**src/rtl/lfsr_seq_stats.sv**
```systemverilog
// lfsr_seq_stats
//   Runs a Fibonacci-style LFSR for one full period (2^LFSR_W-1 steps) per run,
//   watches its output bit stream for a PAT_W-bit pattern and counts matches
//   in a saturating BCD counter. The count of the last completed period is
//   latched onto bcd/ovf at each period end.
//
// Ports
//   clk          system clock
//   reset        asynchronous, active-high reset
//   en           step enable; a step happens only on cycles with en=1 in RUN
//   start        pulse, begins a run from IDLE (ignored in RUN)
//   cont         1 = roll straight into the next period, 0 = stop after one
//   pattern      pattern to detect, MSB = oldest bit
//   overlap      1 = overlapping detection, 0 = restart after each match
//   lfsr_out     LFSR state MSB
//   seq_det      one-cycle pulse, cycle after a matching step
//   period_done  one-cycle pulse, cycle after the last step of a period
//   busy         high while in RUN
//   bcd          latched match count, digit 0 in [3:0]
//   ovf          latched saturation flag
//
// state | meaning
// ------+----------------------------------------------------------
// IDLE  | waiting for start; LFSR and latched results hold
// RUN   | stepping on en; one period = 2^LFSR_W-1 steps
module lfsr_seq_stats #(
    parameter int unsigned       LFSR_W = 8,
    parameter logic [LFSR_W-1:0] TAPS   = 8'hB8,
    parameter logic [LFSR_W-1:0] SEED   = 8'h01,
    parameter int unsigned       PAT_W  = 4,
    parameter int unsigned       DIGITS = 4
) (
    input  logic                  clk,
    input  logic                  reset,
    input  logic                  en,
    input  logic                  start,
    input  logic                  cont,
    input  logic [PAT_W-1:0]      pattern,
    input  logic                  overlap,
    output logic                  lfsr_out,
    output logic                  seq_det,
    output logic                  period_done,
    output logic                  busy,
    output logic [4*DIGITS-1:0]   bcd,
    output logic                  ovf
);

    localparam int unsigned FILL_W = $clog2(PAT_W + 1);
    localparam logic [FILL_W-1:0]   FILL_FULL = FILL_W'(PAT_W);
    localparam logic [LFSR_W-1:0]   STEP_ALL  = '1;
    localparam logic [4*DIGITS-1:0] ALL_NINES = {DIGITS{4'h9}};

    typedef enum logic {
        IDLE = 1'b0,
        RUN  = 1'b1
    } state_t;

    state_t              state;
    logic [LFSR_W-1:0]   lfsr;
    logic [PAT_W-1:0]    history;
    logic [FILL_W-1:0]   fill;
    logic [4*DIGITS-1:0] cnt_live;
    logic                ovf_live;
    logic [LFSR_W-1:0]   steps_left;
    logic [PAT_W-1:0]    pat_cap;
    logic                ovl_cap;

    logic                fb;
    logic [PAT_W-1:0]    hist_next;
    logic [FILL_W-1:0]   fill_inc;
    logic [FILL_W-1:0]   fill_next;
    logic                match;
    logic [4*DIGITS-1:0] cnt_after;
    logic                ovf_after;
    logic                terminal;

    // Decimal increment with ripple carry; caller guarantees v is not all 9s.
    function automatic logic [4*DIGITS-1:0] bcd_inc(input logic [4*DIGITS-1:0] v);
        logic [4*DIGITS-1:0] r;
        logic                carry;
        r     = v;
        carry = 1'b1;
        for (int i = 0; i < int'(DIGITS); i++) begin
            if (carry) begin
                if (v[4*i +: 4] == 4'd9) begin
                    r[4*i +: 4] = 4'd0;
                end else begin
                    r[4*i +: 4] = v[4*i +: 4] + 4'd1;
                    carry       = 1'b0;
                end
            end
        end
        return r;
    endfunction

    assign lfsr_out = lfsr[LFSR_W-1];

    always_comb begin
        fb        = ^(lfsr & TAPS);
        hist_next = PAT_W'({history, lfsr[LFSR_W-1]});
        fill_inc  = (fill == FILL_FULL) ? fill : fill + FILL_W'(1);
        match     = (fill_inc == FILL_FULL) && (hist_next == pat_cap);
        // Non-overlapping mode needs a fresh PAT_W bits before the next match.
        fill_next = (match && !ovl_cap) ? '0 : fill_inc;
        cnt_after = cnt_live;
        ovf_after = ovf_live;
        if (match) begin
            if (cnt_live == ALL_NINES) begin
                ovf_after = 1'b1;
            end else begin
                cnt_after = bcd_inc(cnt_live);
            end
        end
        // steps_left is loaded with 2^LFSR_W-1, so value 1 marks the last step.
        terminal = (steps_left == LFSR_W'(1));
    end

    always_ff @(posedge clk or posedge reset) begin
        if (reset) begin
            state       <= IDLE;
            lfsr        <= SEED;
            history     <= '0;
            fill        <= '0;
            cnt_live    <= '0;
            ovf_live    <= 1'b0;
            steps_left  <= '0;
            pat_cap     <= '0;
            ovl_cap     <= 1'b0;
            seq_det     <= 1'b0;
            period_done <= 1'b0;
            busy        <= 1'b0;
            bcd         <= '0;
            ovf         <= 1'b0;
        end else begin
            seq_det     <= 1'b0;
            period_done <= 1'b0;
            case (state)
                IDLE: begin
                    if (start) begin
                        lfsr       <= SEED;
                        history    <= '0;
                        fill       <= '0;
                        cnt_live   <= '0;
                        ovf_live   <= 1'b0;
                        steps_left <= STEP_ALL;
                        pat_cap    <= pattern;
                        ovl_cap    <= overlap;
                        state      <= RUN;
                        busy       <= 1'b1;
                    end
                end
                RUN: begin
                    if (en) begin
                        lfsr    <= {lfsr[LFSR_W-2:0], fb};
                        history <= hist_next;
                        fill    <= fill_next;
                        seq_det <= match;
                        if (terminal) begin
                            bcd         <= cnt_after;
                            ovf         <= ovf_after;
                            period_done <= 1'b1;
                            cnt_live    <= '0;
                            ovf_live    <= 1'b0;
                            steps_left  <= STEP_ALL;
                            if (cont) begin
                                pat_cap <= pattern;
                                ovl_cap <= overlap;
                            end else begin
                                state <= IDLE;
                                busy  <= 1'b0;
                            end
                        end else begin
                            cnt_live   <= cnt_after;
                            ovf_live   <= ovf_after;
                            steps_left <= steps_left - LFSR_W'(1);
                        end
                    end
                end
                default: begin
                    state <= IDLE;
                    busy  <= 1'b0;
                end
            endcase
        end
    end

endmodule

```
**config.mk**
```make
export PLATFORM = sky130hd
export DESIGN_NAME = lfsr_seq_stats
export DESIGN_NICKNAME = d
export VERILOG_FILES = /design/src/rtl/lfsr_seq_stats.sv
export SDC_FILE = /design/constraint.sdc
export NUM_CORES = 1
export LEC_CHECK = 0
export ABC_AREA = 1
export CORE_ASPECT_RATIO = 1.25
export CORE_UTILIZATION = 60
export DETAILED_ROUTE_END_ITERATION = 10
export GPL_TIMING_DRIVEN = 0
export HOLD_SLACK_MARGIN = 0.06
export PLACE_DENSITY_LB_ADDON = 0.12
export RECOVER_POWER = 100
export SETUP_SLACK_MARGIN = 0.02
export SLEW_MARGIN = 20
export SYNTH_ARGS = -nofsm -noshare
export SYNTH_HDL_FRONTEND = slang
export SYNTH_SLANG_ARGS = --single-unit
```
**constraint.sdc**
```tcl
create_clock -name clk -period 4.7 [get_ports clk]
set_clock_uncertainty 0.05 [all_clocks]
set_input_delay 1.175 -clock clk [delete_from_list [all_inputs] [get_ports clk]]
set_output_delay 1.175 -clock clk [all_outputs]
set_load 0.01 [all_outputs]
```
==> reports/results.txt, run 1 <==
final setup violating endpoints - 0
CP endpoint kind - flip-flop
largest net degree at the start of global routing - 47
chip height - 86.6 µm
vias in the first global route - 2863
initial drt markers - 182
crit path DAT - 3.56 ns
count of input and output buffers - 30
clock share of power - 26.5%
total global routing overflow - 0
sw frac - 34.4%
syn nets - 470
initial antenna violation count - 0
quantity of gates resized following cts - 0
register area share after synthesis - 47.4%
die area - 0.00604 mm²
Post-synth EDFFs - 0
#FFs+latches synth - 65
Std-Cell Rows - 30
Initial Utilization - 62.7%
combinational group share of total power - 25.4%
Req. time, crit path - 4.86 ns
io pins - 31
PD cells - 389 mW/mm²
relative slew slack - 36.2%
worst min path class - flip-flop to flip-flop
Yosys Warn Count - 0
Fin. Hold Viols - 0
routed vias - 2948
synthesized netlist cell count - 452
max-slew violations - 0
critical path class - input port to flip-flop
post-synth cell types - 30
dominant synthesized flop cell - dfrtp_1
GRT Util Overall - 26.9%
Area Overhead vs Synth - 16.0%
H-tree depth - 3
DRT Wirelength - 7340 µm
most frequent cells in the layout - nand2_1 (175), dfrtp_1 (64), inv_1 (49)
hpwl dp - 5150 µm
Max Cap Violations - 0
clk_lat worst skew - 0.35 ns
routability congestion estimate from global placement - 0.868
R2R Setup Slk - 2.19 ns
CTS Buffer Depth - 2
Async SR Flop Fraction - 100%
Synth Cell Area - 0.00344 mm²
final non-filler cell total - 562
n_diodes - 0
commonest non-fill, non-tap cell in the layout - nand2_1
slew at the pin with the worst max-slew slack - 0.952 ns
CTS tree - built
Final nets - 512
number of setup buffers added after CTS - 0
Fillers - 472
unrepaired setup endpoints after global routing - false
P_sw - 0.000534 W
status - completed
Fmax - 295 MHz
CTS root buf - clkbuf_8
Inserted Clock Buffers - 9
Worst VDD drop - 0.250 mV
drt pass-1 iters - 4
# DRC - 0
register area - 0.00163 mm²
Final ANT Viol Nets - 0
drt wl/cell - 13.1 µm
Pint - 0.00102 W
layout cell share with drive strength beyond 1 - 7.43%
Vias/cell - 5.25
Setup TNS Final - 0 ns
P_leak - 2.12 nW
first-pass GRT wire length - 12700 µm
critical path peak fanout - 10
crit share post-route - 72.2%
placed insts - 547
area of the core - 0.00548 mm²
Multi-input gate area - 0.00152 mm²
total power - 0.00155 W
Startpoint Class - input port
Syn Area/Cell - 7.60 µm²
fin crit period - 3.39 ns
worst hold slack - 0.422 ns
CTS clock-pin slew for the worst setup and hold paths - 0.07 ns
CTS sink count - 65
width of the die - 69.7 µm
Sequential Power Share - 48.1%
# hold bufs at CTS - 0
## metrics by stage
step | util, % | instance area (µm²) | setup WS (ns)
after floorplan | - | 3440 | 1.85
after global placement | 69.7 | 3820 | 0.762
after detailed placement | 70.2 | 3850 | 1.83
after CTS | 73.2 | 4010 | 2.11
after global routing | 72.7 | 3990 | 1.06
final | 72.7 | 3990 | 1.31
## power by group through the flow
stage	Combinational, W	Sequential, W	Clock, W
after floorplan	0.000309	0.000735	0
after global placement	0.000374	0.000747	0
after detailed placement	0.000394	0.000753	0
after CTS	0.000399	0.000744	0.000418
after global routing	0.000463	0.000760	0.000445
final	0.000394	0.000747	0.000411
## Yosys cell counts, types with 3 or more instances
cell type,number,area share (%)
nor2_1,22,2.4
nand3_1,45,6.6
a21oi_1,3,0.44
o21ai_0,31,4.5
xor2_1,3,0.76
o22ai_1,13,2.4
nand3b_1,3,0.66
inv_2,4,0.44
nand4_1,3,0.55
inv_1,48,5.2
buf_2,7,1.0
dfrtp_1,64,47
nor2_2,4,0.73
ha_1,8,2.9
xnor2_1,3,0.76
nand2_1,173,19
## area by class of cell
type,instances,share of cell area [%]
buffer,12,1.73
clock buffer,12,3.64
clock inverter,3,0.439
inverter,53,5.05
multi-input combinational,322,38.1
sequential,65,40.8
tap,64,2.01
timing repair buffer,31,8.22
## kinds of logic after synthesis
family,count (synthesis),share of synthesized area [%]
compound gates,49,7.94
xor+xnor,6,1.53
fa+ha+maj,8,2.91
buf+inv,65,7.97
flops,65,47.4
simple gates,259,32.3
## worst max-delay path, cell delays in order
cell,delay (ns)
dlygate4sd3_1,0.53
nand2_1,0.20
clkinvlp_2,0.28
nor2_1,0.69
inv_2,0.08
nand2_1,0.32
a21oi_4,0.12
nand2_1,0.08
o21ai_0,0.09
## final timing paths
check                      startpoint    endpoint  cells past startpoint
min in group asynchronous       reset      bcd[1]                      2
max reg2reg                     state  pat_cap[2]                      8
min                           bcd[14]     bcd[14]                      2
max                                en  pat_cap[2]                      9
min reg2reg                   bcd[14]     bcd[14]                      2
max in group asynchronous       reset     lfsr[0]                      3
## metal layers
| layer | global-route usage, % | vias to the layer above | part of all wire, % |
|---|---|---|---|
| met4 | 11.3 | 0 | 1.6 |
| met3 | 5.47 | 11 | 2.9 |
| li1 | - | 1520 | - |
| met1 | 32.2 | 1374 | 44 |
| met2 | 47.6 | 43 | 51 |
| met5 | 0 | - | 0 |
## registers in the layout, summed over array words and instances, names as in the netlist, 3 cells and up
name and cells:
cnt_live 16, history 3, lfsr 8, pat_cap 4, bcd 16, steps_left 8, fill 3
Power figures use the tool's default switching activity.
==> inputs of run 2 (changes only) <==
--- a/config.mk
+++ b/config.mk
@@ -7,7 +7,7 @@
 export LEC_CHECK = 0
 export ABC_AREA = 1
 export CORE_ASPECT_RATIO = 1.25
-export CORE_UTILIZATION = 60
+export CORE_UTILIZATION = 57
 export DETAILED_ROUTE_END_ITERATION = 10
 export GPL_TIMING_DRIVEN = 0
 export HOLD_SLACK_MARGIN = 0.06
==> constraint.sdc (replaced) <==
create_clock -name clk -period 3.5 [get_ports clk]
set_clock_uncertainty 0.05 [all_clocks]
set_input_delay 0.875 -clock clk [delete_from_list [all_inputs] [get_ports clk]]
set_output_delay 0.875 -clock clk [all_outputs]
set_load 0.01 [all_outputs]
==> run 2 against run 1 <==
  * Critical path depth down 1
  * Final area up 0.78%
  * Register-to-register slack worse by 0.85 ns
  * Clock-buffer cell count down 2
  * Global-route usage down 1.7 points
  * Routed wire length down 1.0%
  * Critical endpoint is now lfsr[5]
==> reports/results.txt, run 2 (synthesis gave the netlist of run 1 again) <==
max-slew violations - 0
GRT Util Overall - 25.2%
Final nets - 512
chip height - 88.8 µm
Critical path buffers and inverters - 5
first-pass GRT wire length - 12200 µm
R2R Setup Slk - 1.34 ns
DRT Wirelength - 7270 µm
final setup violating endpoints - 0
P_leak - 2.13 nW
CTS clock-pin slew for the worst setup and hold paths - 0.07 ns
CTS Buffer Depth - 2
Critical Path, Cell by Cell - dlygate4sd3_1 -> nand2_1 -> clkinvlp_2 -> nor2_4 -> inv_1 -> buf_2 -> buf_6 -> o22ai_1
worst hold slack - 0.422 ns
clk_lat worst skew - 0.35 ns
Initial Utilization - 59.1%
placed insts - 549
Std-Cell Rows - 31
worst min path class - flip-flop to flip-flop
# hold bufs at CTS - 0
number of setup buffers added after CTS - 0
commonest non-fill, non-tap cell in the layout - nand2_1
# DRC - 0
Req. time, crit path - 3.71 ns
H-tree depth - 3
Fmax - 368 MHz
hpwl dp - 5280 µm
Startpoint Class - input port
Inserted Clock Buffers - 9
CTS tree - built
crit path DAT - 2.93 ns
crit share post-route - 77.7%
width of the die - 71.5 µm
n_diodes - 0
worst hold stages - 2
final non-filler cell total - 565
worst r2r dst - cnt_live[8]
PD cells - 524 mW/mm²
CP max stage cell - dlygate4sd3_1
worst stage delay on the critical path - 0.54 ns
reg-to-reg startpoint - fill[0]
Hold Crit Start - bcd[0]
WHS Endpoint - bcd[0]
design area - 0.00402 mm²
Final ANT Viol Nets - 0
routed vias - 2967
Max Cap Violations - 0
biggest registers after layout - bcd x16, cnt_live x16
unrepaired setup endpoints after global routing - false
Vias/cell - 5.25
CP endpoint kind - flip-flop
status - completed
count of input and output buffers - 30
CTS sink count - 65
slew at the pin with the worst max-slew slack - 0.878 ns
Worst VDD drop - 0.352 mV
fin crit period - 2.72 ns
routability congestion estimate from global placement - 0.906
quantity of gates resized following cts - 0
die area - 0.00635 mm²
critical path class - input port to flip-flop
most frequent cells in the layout - nand2_1 (174), dfrtp_1 (64), inv_1 (50)
Fin. Hold Viols - 0
initial antenna violation count - 0
Cell Area, Placed - 0.00385 mm²
drt wl/cell - 12.9 µm
delay-heaviest family, CP - buffers and inverters
total global routing overflow - 0
largest net degree at the start of global routing - 49
io pins - 31
CTS root buf - clkbuf_8
initial drt markers - 175
relative slew slack - 41.1%
drt pass-1 iters - 4
vias in the first global route - 2800
layout cell share with drive strength beyond 1 - 7.82%
cell count of the worst reg-to-reg path - 12
Area Overhead vs Synth - 16.9%
critical path peak fanout - 10
area of the core - 0.00582 mm²
-- run 2: cell count changes in the layout (fill, tap and decap cells not counted), sizes merged --
| cell | delta |
|---|---|
| clkinvlp | +3 |
| clkbuf | -2 |
-- run 2: final cells by class --
cell class	instances	area, µm²
buffer	12	68.8
fill	517	1800
inverter	53	201
multi-input combinational	322	1530
tap	66	82.6
clock buffer	10	138
clock inverter	6	43.8
sequential	65	1630
timing repair buffer	31	328
-- run 2: worst max-delay path by stage --
stage | endpoint | startpoint | slack [ns] | cells past startpoint
floorplan | bcd[0] | reset | 0.95 | 1
CTS | lfsr_out | lfsr[7] | 1.24 | 1
global route | lfsr[5] | en | 0.61 | 8
global placement | cnt_live[9] | reset | -0.15 | 2
finish | lfsr[5] | en | 0.78 | 8
detailed placement | cnt_live[3] | en | 0.90 | 7
-- run 2: worst register-to-register path, cell delays in order (launching register included) --
cell and delay (ns):
dfrtp_1 0.38, inv_1 0.08, ha_1 0.21, nand2_1 0.09, nand2_1 0.06, nand2_1 0.08
nand3_1 0.07, nor2_1 0.27, inv_1 0.15, clkbuf_1 0.29, nand2_1 0.15, nand3_1 0.12
nand2_1 0.10
-- run 2: report_power, final --
group	internal [W]	total (W)	switching, W
sequential	0.000887	0.000997	0.000110
combinational	0.000210	0.000525	0.000315
clock	0.000275	0.000583	0.000308
-- run 2: per-stage QoR --
| step | setup TNS (ns) | total power, W | worst slack [ns] | utilization (%) |
|---|---|---|---|---|
| after floorplan | 0 | 0.00140 | 0.950 | - |
| after global placement | -9.18 | 0.00151 | -0.146 | 65.7 |
| after detailed placement | 0 | 0.00154 | 0.897 | 66.2 |
| after CTS | 0 | 0.00212 | 1.24 | 69.3 |
| after global routing | 0 | 0.00225 | 0.613 | 69.1 |
| final | 0 | 0.00210 | 0.780 | 69.1 |
-- run 2: layer usage --
layer | track usage [%] | part of all wire [%] | vias up
met5 | 0 | 0 | -
met4 | 10.5 | 2.8 | 0
met3 | 5.35 | 3.4 | 15
met2 | 44.9 | 51 | 59
met1 | 29.7 | 43 | 1378
li1 | - | - | 1515
